## src/rtl/isa_pkg.sv

```systemverilog
// isa_pkg: opcodes, extension-kind encoding and PC increment shared by the immediate extend stage
package isa_pkg;
  localparam logic [4:0] OP_J     = 5'b00100;
  localparam logic [4:0] OP_JR    = 5'b00101;
  localparam logic [4:0] OP_JAL   = 5'b00110;
  localparam logic [4:0] OP_JALR  = 5'b00111;
  localparam logic [4:0] OP_ADDI  = 5'b01000;
  localparam logic [4:0] OP_SUBI  = 5'b01001;
  localparam logic [4:0] OP_XORI  = 5'b01010;
  localparam logic [4:0] OP_ANDNI = 5'b01011;
  localparam logic [4:0] OP_BEQZ  = 5'b01100;
  localparam logic [4:0] OP_BNEZ  = 5'b01101;
  localparam logic [4:0] OP_BLTZ  = 5'b01110;
  localparam logic [4:0] OP_BGEZ  = 5'b01111;
  localparam logic [4:0] OP_SLBI  = 5'b10010;
  localparam logic [4:0] OP_LBI   = 5'b11000;
  typedef enum logic [2:0] {K_S5 = 3'd0, K_Z5 = 3'd1, K_S8 = 3'd2, K_Z8 = 3'd3, K_S11 = 3'd4} kind_e;
  localparam int PC_INC = 2;
endpackage

```

## src/rtl/imm_ext_core.sv

```systemverilog
// imm_ext_core: combinational instr -> {imm, kind, tgt_valid}; ports instr (16b), imm (DATA_W), kind (3b), tgt_valid
module imm_ext_core import isa_pkg::*; #(
  parameter int DATA_W = 16
) (
  input  logic [15:0]       instr,
  output logic [DATA_W-1:0] imm,
  output logic [2:0]        kind,
  output logic              tgt_valid
);
  logic [4:0] op;
  kind_e k;
  assign op = instr[15:11];
  always_comb begin
    k = (op inside {OP_J, OP_JAL}) ? K_S11 :
        (op inside {OP_ADDI, OP_SUBI}) ? K_S5 :
        (op inside {OP_XORI, OP_ANDNI}) ? K_Z5 :
        (op inside {OP_LBI, OP_JR, OP_JALR, OP_BEQZ, OP_BNEZ, OP_BLTZ, OP_BGEZ}) ? K_S8 :
        (op == OP_SLBI) ? K_Z8 : K_S5;
    imm = (k == K_S11) ? {{(DATA_W-11){instr[10]}}, instr[10:0]} :
          (k == K_S8)  ? {{(DATA_W-8){instr[7]}}, instr[7:0]} :
          (k == K_Z8)  ? DATA_W'(instr[7:0]) :
          (k == K_Z5)  ? DATA_W'(instr[4:0]) :
                         {{(DATA_W-5){instr[4]}}, instr[4:0]};
    tgt_valid = op inside {OP_J, OP_JAL, OP_BEQZ, OP_BNEZ, OP_BLTZ, OP_BGEZ};
  end
  assign kind = k;
endmodule

```

## src/rtl/imm_extend_stage.sv

```systemverilog
// imm_extend_stage: registered immediate extender + PC-relative target with a DEPTH-entry output FIFO; in_* valid/ready in, out_* valid/ready out, flush, async active-low rst_n
module imm_extend_stage import isa_pkg::*; #(
  parameter int DATA_W = 16,
  parameter int DEPTH  = 2
) (
  input  logic              clk,
  input  logic              rst_n,
  input  logic              in_valid,
  output logic              in_ready,
  input  logic [15:0]       in_instr,
  input  logic [DATA_W-1:0] in_pc,
  input  logic              flush,
  output logic              out_valid,
  input  logic              out_ready,
  output logic [DATA_W-1:0] out_imm,
  output logic [2:0]        out_kind,
  output logic [DATA_W-1:0] out_target,
  output logic              out_tgt_valid
);
  localparam int EW = 2*DATA_W + 4;
  if (DEPTH < 1 || DEPTH > 2 || DATA_W < 16) begin : g_bad_param
    $error("imm_extend_stage: DEPTH must be 1 or 2 and DATA_W at least 16");
  end
  logic [DATA_W-1:0] imm, tgt;
  logic [2:0] kind;
  logic tv, push, pop, wr_q, wr_d, rd_q, rd_d;
  logic [1:0] cnt_q, cnt_d;
  logic [EW-1:0] mem_q [2];
  imm_ext_core #(.DATA_W(DATA_W)) u_core (
    .instr(in_instr),
    .imm(imm),
    .kind(kind),
    .tgt_valid(tv)
  );
  assign tgt = tv ? in_pc + DATA_W'(PC_INC) + imm : '0;
  // With a single entry the pointers never leave slot 0
  function automatic logic nxt(input logic p);
    return (DEPTH == 1) ? 1'b0 : ~p;
  endfunction
  assign in_ready  = cnt_q < 2'(DEPTH);
  assign out_valid = cnt_q != 2'd0;
  assign push = in_valid && in_ready;
  assign pop  = out_valid && out_ready;
  assign {out_tgt_valid, out_kind, out_target, out_imm} = mem_q[rd_q];
  always_comb begin
    cnt_d = flush ? 2'd0 : cnt_q + 2'(push) - 2'(pop);
    wr_d  = flush ? 1'b0 : push ? nxt(wr_q) : wr_q;
    rd_d  = flush ? 1'b0 : pop ? nxt(rd_q) : rd_q;
  end
  always_ff @(posedge clk or negedge rst_n) begin
    if (!rst_n) begin
      cnt_q <= '0;
      wr_q  <= 1'b0;
      rd_q  <= 1'b0;
      mem_q <= '{default: '0};
    end else begin
      cnt_q <= cnt_d;
      wr_q  <= wr_d;
      rd_q  <= rd_d;
      if (push && !flush) mem_q[wr_q] <= {tv, kind, tgt, imm};
    end
  end
endmodule

```

## config.mk

```make
export PLATFORM = sky130hd
export DESIGN_NAME = imm_extend_stage
export DESIGN_NICKNAME = d
export VERILOG_FILES = /design/src/rtl/isa_pkg.sv /design/src/rtl/imm_ext_core.sv /design/src/rtl/imm_extend_stage.sv
export SDC_FILE = /design/constraint.sdc
export NUM_CORES = 1
export LEC_CHECK = 0
export ABC_AREA = 1
export BUFFER_PORTS_ARGS = -buffer_cell sky130_fd_sc_hd__buf_2
export CAP_MARGIN = 30
export CORE_AREA = 2 2 83 117
export DETAILED_ROUTE_END_ITERATION = 6
export DIE_AREA = 0 0 85 119
export PLACE_DENSITY = 0.78
export SLEW_MARGIN = 40
export SYNTH_ARGS = -nofsm -noshare
export SYNTH_HDL_FRONTEND = slang
export SYNTH_HIERARCHICAL = 1
export SYNTH_SLANG_ARGS = --single-unit
export TNS_END_PERCENT = 100
```

## constraint.sdc

```tcl
create_clock -name clk -period 1.65 [get_ports clk]
set_input_delay 0.165 -clock clk [delete_from_list [all_inputs] [get_ports clk]]
set_output_delay 0.165 -clock clk [all_outputs]
set_load 0.1 [all_outputs]
```

## Word-level counts from Yosys, hierarchy flattened

Cells that the tools add are included.

| word-level totals | value |
|---|---|
| register bits | 76 |
| word-level logic and storage cells | 69 |

| operators by class | value |
|---|---|
| $add $sub $neg | 4 |
| magnitude comparators | 4 |
| equal/unequal tests | 18 |
| mux-type cells | 21 |
| bitwise operators | 4 |
| reductions and logical operators | 13 |

Operator list:

| operator | number |
|---|---|
| $mux 36 | 4 |
| $mux 16 | 5 |
| $bwmux 72 | 1 |
| $eq 5x4->1 const B | 8 |
| $demux 36 s1 | 1 |
| $eq 5x3->1 const B | 4 |
| $add 16x16->16 | 1 |
| $add 16x2->16 const B | 1 |
| $mux 3 | 4 |
| $reduce_bool 2->1 | 6 |
| $eq 5x5->1 const B | 2 |
| $reduce_bool 7->1 | 1 |
| $eq 3x2->1 const B | 2 |
| $reduce_bool 6->1 | 1 |
| $ge 2x2->1 const B | 2 |
| $logic_and 1x1->1 | 4 |
| $mux 1 | 4 |
| $mux 2 | 2 |
| $not 1->2 | 2 |
| $eq 3x1->1 const B | 1 |
| $eq 3x3->1 const B | 1 |
| $add 2x1->2 | 1 |
| $lt 2x1->1 const B | 1 |
| $lt 2x2->1 const B | 1 |
| 3 further kinds | 4 |

## Logic depth before layout (Yosys ltp)

| logic depth | value |
|---|---|
| depth after elaboration | 14 |
| depth in mapped cells | 19 |

## Cells and area by module

Netlist, hierarchy kept.

Modules (own cells, without submodules):

| module | instances | cells an instance | area each (sq um) |
|---|---|---|---|
| imm_extend_stage | 1 | 608 | 4588.2 |
| imm_ext_core | 1 | 49 | 274.0 |

## Worst setup path after synthesis

OpenSTA, ideal clock, no wires.

| path | value |
|---|---|
| path kind | reg2out |
| start point | reg rd_q |
| end point | out out_target[3] |
| data arrival time | 2701 ps |
| required time | 1485 ps |
| setup slack | -1216 ps |
| stages on the path, launching flop included | 3 |
| cell sequence | dfrtp_1 > clkbuf_1 > o21ai_0 |

| between the ends | value |
|---|---|
| cells in the longest elaborated chain, start to end | 4 |

RTL lines:

| item | line | text |
|---|---|---|
| from (decl) | imm_extend_stage.sv:26 | `logic tv, push, pop, wr_q, wr_d, rd_q, rd_d;` |
| from (signal assigned) | imm_extend_stage.sv:59 | `rd_q <= rd_d;` |
| $not 1->2 (not written as such) | imm_extend_stage.sv:44 | `assign {out_tgt_valid, out_kind, out_target, out_imm} = mem_q[rd_q];` |
| $mux 36 (not written as such) (3 in series) | imm_extend_stage.sv:44 |  |
| to (decl) | imm_extend_stage.sv:17 | `output logic [DATA_W-1:0] out_target,` |

Every way passes these cells. The select of a mux whose other input is x is not followed.

## Worst setup path in the final report

| path | value |
|---|---|
| start point | in in_instr[13] |
| end point | reg mem_q[22] (netlist name) |

| between the ends | value |
|---|---|
| cells in the longest elaborated chain, start to end | 14 |
| elaborated cells between the ends (all ways) | 35 |
| those cells by class | add/sub (1); eq/ne (18); mux (11); reduce/logical (5) |

RTL lines:

| item | line | text |
|---|---|---|
| from (decl) | imm_extend_stage.sv:10 | `input logic [15:0] in_instr,` |
| $eq 5x5->1, or another cell as far along | imm_ext_core.sv:17 | `(op inside {OP_LBI, OP_JR, OP_JALR, OP_BEQZ, OP_BNEZ, OP_BLTZ, OP_BGEZ}) ? K_S8 :` |
| $reduce_bool 7->1 / $mux 2 (equally long branches) | imm_ext_core.sv:17, imm_ext_core.sv:18 |  |
| $mux 3 | imm_ext_core.sv:17 |  |
| $mux 3 | imm_ext_core.sv:16 | `(op inside {OP_XORI, OP_ANDNI}) ? K_Z5 :` |
| $mux 3 | imm_ext_core.sv:15 | `(op inside {OP_ADDI, OP_SUBI}) ? K_S5 :` |
| $mux 3 (*) | imm_ext_core.sv:14 | `k = (op inside {OP_J, OP_JAL}) ? K_S11 :` |
| via kind[1] | imm_extend_stage.sv:25 | `logic [2:0] kind;` |
| $eq 3x1->1 | imm_ext_core.sv:22 | `(k == K_Z5) ? DATA_W'(instr[4:0]) :` |
| $mux 16 | imm_ext_core.sv:22 |  |
| $mux 16 | imm_ext_core.sv:21 | `(k == K_Z8) ? DATA_W'(instr[7:0]) :` |
| $mux 16 | imm_ext_core.sv:20 | `(k == K_S8) ? {{(DATA_W-8){instr[7]}}, instr[7:0]} :` |
| $mux 16 (*) | imm_ext_core.sv:19 | `imm = (k == K_S11) ? {{(DATA_W-11){instr[10]}}, instr[10:0]} :` |
| via imm[5] | imm_extend_stage.sv:24 | `logic [DATA_W-1:0] imm, tgt;` |
| $add 16x16->16 (*) | imm_extend_stage.sv:35 | `assign tgt = tv ? in_pc + DATA_W'(PC_INC) + imm : '0;` |
| $mux 16 (*) | imm_extend_stage.sv:35 |  |
| $bwmux 72 (*) | imm_extend_stage.sv:60 | `if (push && !flush) mem_q[wr_q] <= {tv, kind, tgt, imm};` |
| to (signal, indexed assignment) | imm_extend_stage.sv:60 |  |
| to (decl) | imm_extend_stage.sv:28 | `logic [EW-1:0] mem_q [2];` |

Mark *: on every way through the listed nets, which the timed path passes. The rest lies on a longest branch.
A chain may end at the register's enable or synchronous reset.

==> results.sh <==
export IMPL_outcome="complete, but fails checks"
export IMPL_failed_checks="setup timing"
export IMPL_hpwl_um=9590
export IMPL_synth_ff_type="dfrtp_1"
export IMPL_synth_seq_cells=76
export IMPL_crit_required_ns=1.90
export IMPL_startpoint="in_instr[13]"
export IMPL_cts_tree="yes"
export IMPL_cp_end_kind="flip-flop"
export IMPL_first_pass_iters=5
export IMPL_gp_congestion=0.960
export IMPL_critical_path_class="in2reg"
export IMPL_finalSetupViolations=23
export IMPL_fp_dieH_um=119
export IMPL_ys_types=29
export IMPL_post_drt_wl_per_cell_um=17.8
export IMPL_syn_area_um2=4860
export IMPL_die_area_um2=10100
export IMPL_fin_setup_tns_ns=-12.72
export IMPL_timing_max_cap_violations=0
export IMPL_post_route_period_util=1.39
export IMPL_synth_top_area_frac=0.391
export IMPL_critical_path_buf_inv_count=4
export IMPL_yosys_warnings=6
export IMPL_synth_nets=726
export IMPL_rsz0062_at_grt="true"
export IMPL_leakage_uw=0.00366
export IMPL_ioPinCount=75
export IMPL_std_cell_rows=42
export IMPL_grt_first_pass_wirelength_um=24000
export IMPL_cts_root_buf="clkbuf_16"
export IMPL_clock_path_buffers=2
export IMPL_drive_gt1_frac=0.405
export IMPL_max_stage_delay_ns=0.33
export IMPL_drt_iter0_drc=668
export IMPL_placed_area_um2=6470
export IMPL_crit_family="compound AO/OA/AOI/OAI gates"
export IMPL_synthTopCellsByCount="nand2_1 (279), dfrtp_1 (76), inv_1 (74)"
export IMPL_grt_overflow=0
export IMPL_dieWidth_um=85
export IMPL_clk_pin_slew_worst_paths_ns=0.06
export IMPL_final_max_slew_violation_count=0
export IMPL_vias=5075
export IMPL_cp_slowest_cell="o21ai_0"
export IMPL_grt_max_degree=77
export IMPL_postSynthAreaPerCell_um2=7.40
export IMPL_finalNetCount=841
export IMPL_grt_pass1_vias=5010
export IMPL_async_reset_ff_frac=1.00
export IMPL_n_fill_cell=508
export IMPL_worstPathMaxFanout=4
export IMPL_routed_via_density=5.72
export IMPL_hp_start="flush"
export IMPL_min_path_type="in2reg"
export IMPL_slew_headroom=0.677
export IMPL_synth_area_leaders="dfrtp_1 (39%), nand2_1 (22%), ha_1 (8.0%)"
export IMPL_timing_fmax_mhz=436
export IMPL_worstSetupStartpointType="input pin"
export IMPL_synth_top_area_cell="dfrtp_1"
export IMPL_start_util=0.529
export IMPL_postSynthCellCount=657
export IMPL_hold_viol=0
export IMPL_ys_seq_area_frac=0.391
export IMPL_clock_latency_ns=0.33
export IMPL_postLayoutCoreUtil=0.789
export IMPL_skew_ns=0.00645
export IMPL_n_antenna_cell=0
export IMPL_synthToLayoutAreaGrowth_pct=49.2
export IMPL_worstPathCellList="buf_8 > inv_6 > nor2_4 > buf_4 > o21ai_4 > nand3_4 > o21ai_0 > nand2_2 > ha_4 > ha_4 > nand2_1 > nand2_1 > inv_1 > nand3_2 > a21oi_1 > o21ai_1 > o21ai_1"
export IMPL_antenna_found_initial=0
export IMPL_timing_rr_start="wr_q"
export IMPL_drt_total_wl_um=15800
export IMPL_cts_htree_levels=3
export IMPL_synth_edf_count=0
export IMPL_tightestPinTransition_ns=0.488
export IMPL_period_minus_slack_ns=2.30
export IMPL_powerDensity_nw_per_um2=1780
export IMPL_fin_area_um2=7250
export IMPL_cts_inserted_buffers=9
export IMPL_max_vdd_ir_drop_mv=1.86
export IMPL_track_usage=0.300
export IMPL_yosysMostFrequentCell="nand2_1"
export IMPL_io_buffers=74
export IMPL_cts_num_sinks=76
export IMPL_core_area_um2=9200
export IMPL_detail_route_antenna_nets=0
export IMPL_drc=0
export IMPL_worstPathArrival_ns=2.54
export IMPL_setup_ws_ns=-0.646
## metal layers
layer / vias up / wire [µm] / GRT usage
met5: - / 0 / 0
met4: 0 / 1110 / 0.163
met3: 93 / 930 / 0.0430
met2: 278 / 8090 / 0.538
met1: 2408 / 5700 / 0.337
li1: 2296 / - / -
## cells in the final DEF, fill, tap and decap left out, types with 2 or more instances in the layout
| master | netlist | routed |
|---|---|---|
| a21oi_1 | 11 | 6 |
| a21oi_2 | 0 | 5 |
| buf_12 | 0 | 43 |
| buf_2 | 1 | 34 |
| buf_4 | 10 | 52 |
| buf_6 | 12 | 3 |
| buf_8 | 0 | 3 |
| clkbuf_1 | 10 | 2 |
| clkbuf_16 | 0 | 9 |
| clkbuf_8 | 0 | 2 |
| clkinvlp_4 | 0 | 3 |
| dfrtp_1 | 76 | 74 |
| dfrtp_2 | 0 | 2 |
| ha_1 | 31 | 10 |
| ha_4 | 0 | 21 |
| inv_1 | 74 | 65 |
| inv_2 | 6 | 12 |
| nand2_1 | 279 | 223 |
| nand2_2 | 1 | 48 |
| nand2_4 | 1 | 9 |
| nand3_1 | 23 | 10 |
| nand3_2 | 2 | 12 |
| nand3_4 | 0 | 3 |
| nand3b_1 | 2 | 2 |
| nand4_1 | 16 | 16 |
| nor2_1 | 19 | 11 |
| nor2_2 | 4 | 3 |
| nor2_4 | 1 | 10 |
| nor3_4 | 2 | 2 |
| o21ai_0 | 13 | 8 |
| o21ai_1 | 28 | 30 |
| o21ai_2 | 27 | 28 |
| o21ai_4 | 0 | 2 |
| xnor2_1 | 2 | 2 |
## power breakdown
group / leakage, µW / internal (µW) / switching (µW)
Clock: 0.000128 / 1100 / 727
Combinational: 0.00253 / 2880 / 5290
Sequential: 0.000997 / 2520 / 405
## flip-flops by register name, summed over array words and instances, names as in the netlist
name	count
cnt_q	2
mem_q	72
rd_q	1
wr_q	1
## final cells by class
| type | count | area [µm²] | share of cell area |
|---|---|---|---|
| sequential | 76 | 1900 | 0.263 |
| multi-input combinational | 467 | 3060 | 0.422 |
| clock inverter | 3 | 22.5 | 0.00310 |
| timing repair buffer | 137 | 1540 | 0.213 |
| inverter | 81 | 324 | 0.0447 |
| tap | 110 | 138 | 0.0190 |
| clock buffer | 13 | 260 | 0.0359 |
## stage by stage
step,hold slack (ns),cells,worst slack (ns),power (µW)
after floorplan,-0.131,657,-0.553,8010
after detailed placement,0.232,853,-0.925,10600
after global routing,0.0800,887,-0.695,13500
after global placement,0.222,853,-0.810,10400
after CTS,0.0713,880,-0.417,12700
final,0.0831,887,-0.646,12900
## worst paths after layout
check                            end  slack [ns]  depth (start not counted)
max                        mem_q[22]       -0.65                         17
min                         cnt_q[1]        0.08                          2
max reg2reg                mem_q[32]        0.05                          8
min reg2reg                mem_q[16]        0.48                          2
max in group asynchronous  mem_q[47]        0.91                          3
min in group asynchronous   cnt_q[0]        0.41                          3
## logic make-up (layout without fill, tap and decap cells)
logic type / after synthesis / in the layout / share of synthesized area
DFF: 76 / 76 / 0.391
adders and majority gates: 32 / 32 / 0.0839
buffers and inverters: 114 / 234 / 0.115
xor gates and xnor gates: 3 / 3 / 0.00541
and+or+nand+nor: 353 / 353 / 0.303
AOI/OAI and AO/OA: 79 / 79 / 0.102
## what timing repair did
action / in CTS / in global routing
setup buffers: 9 / 8
setup endpoints to repair: 56 / 45
cloned: 1 / 0
hold buffers: 1 / 0
endpoints found under the hold margin: 76 / 0
resized for setup: 76 / 25
pin swaps: 27 / 15
(Power assumes the default switching activity.)
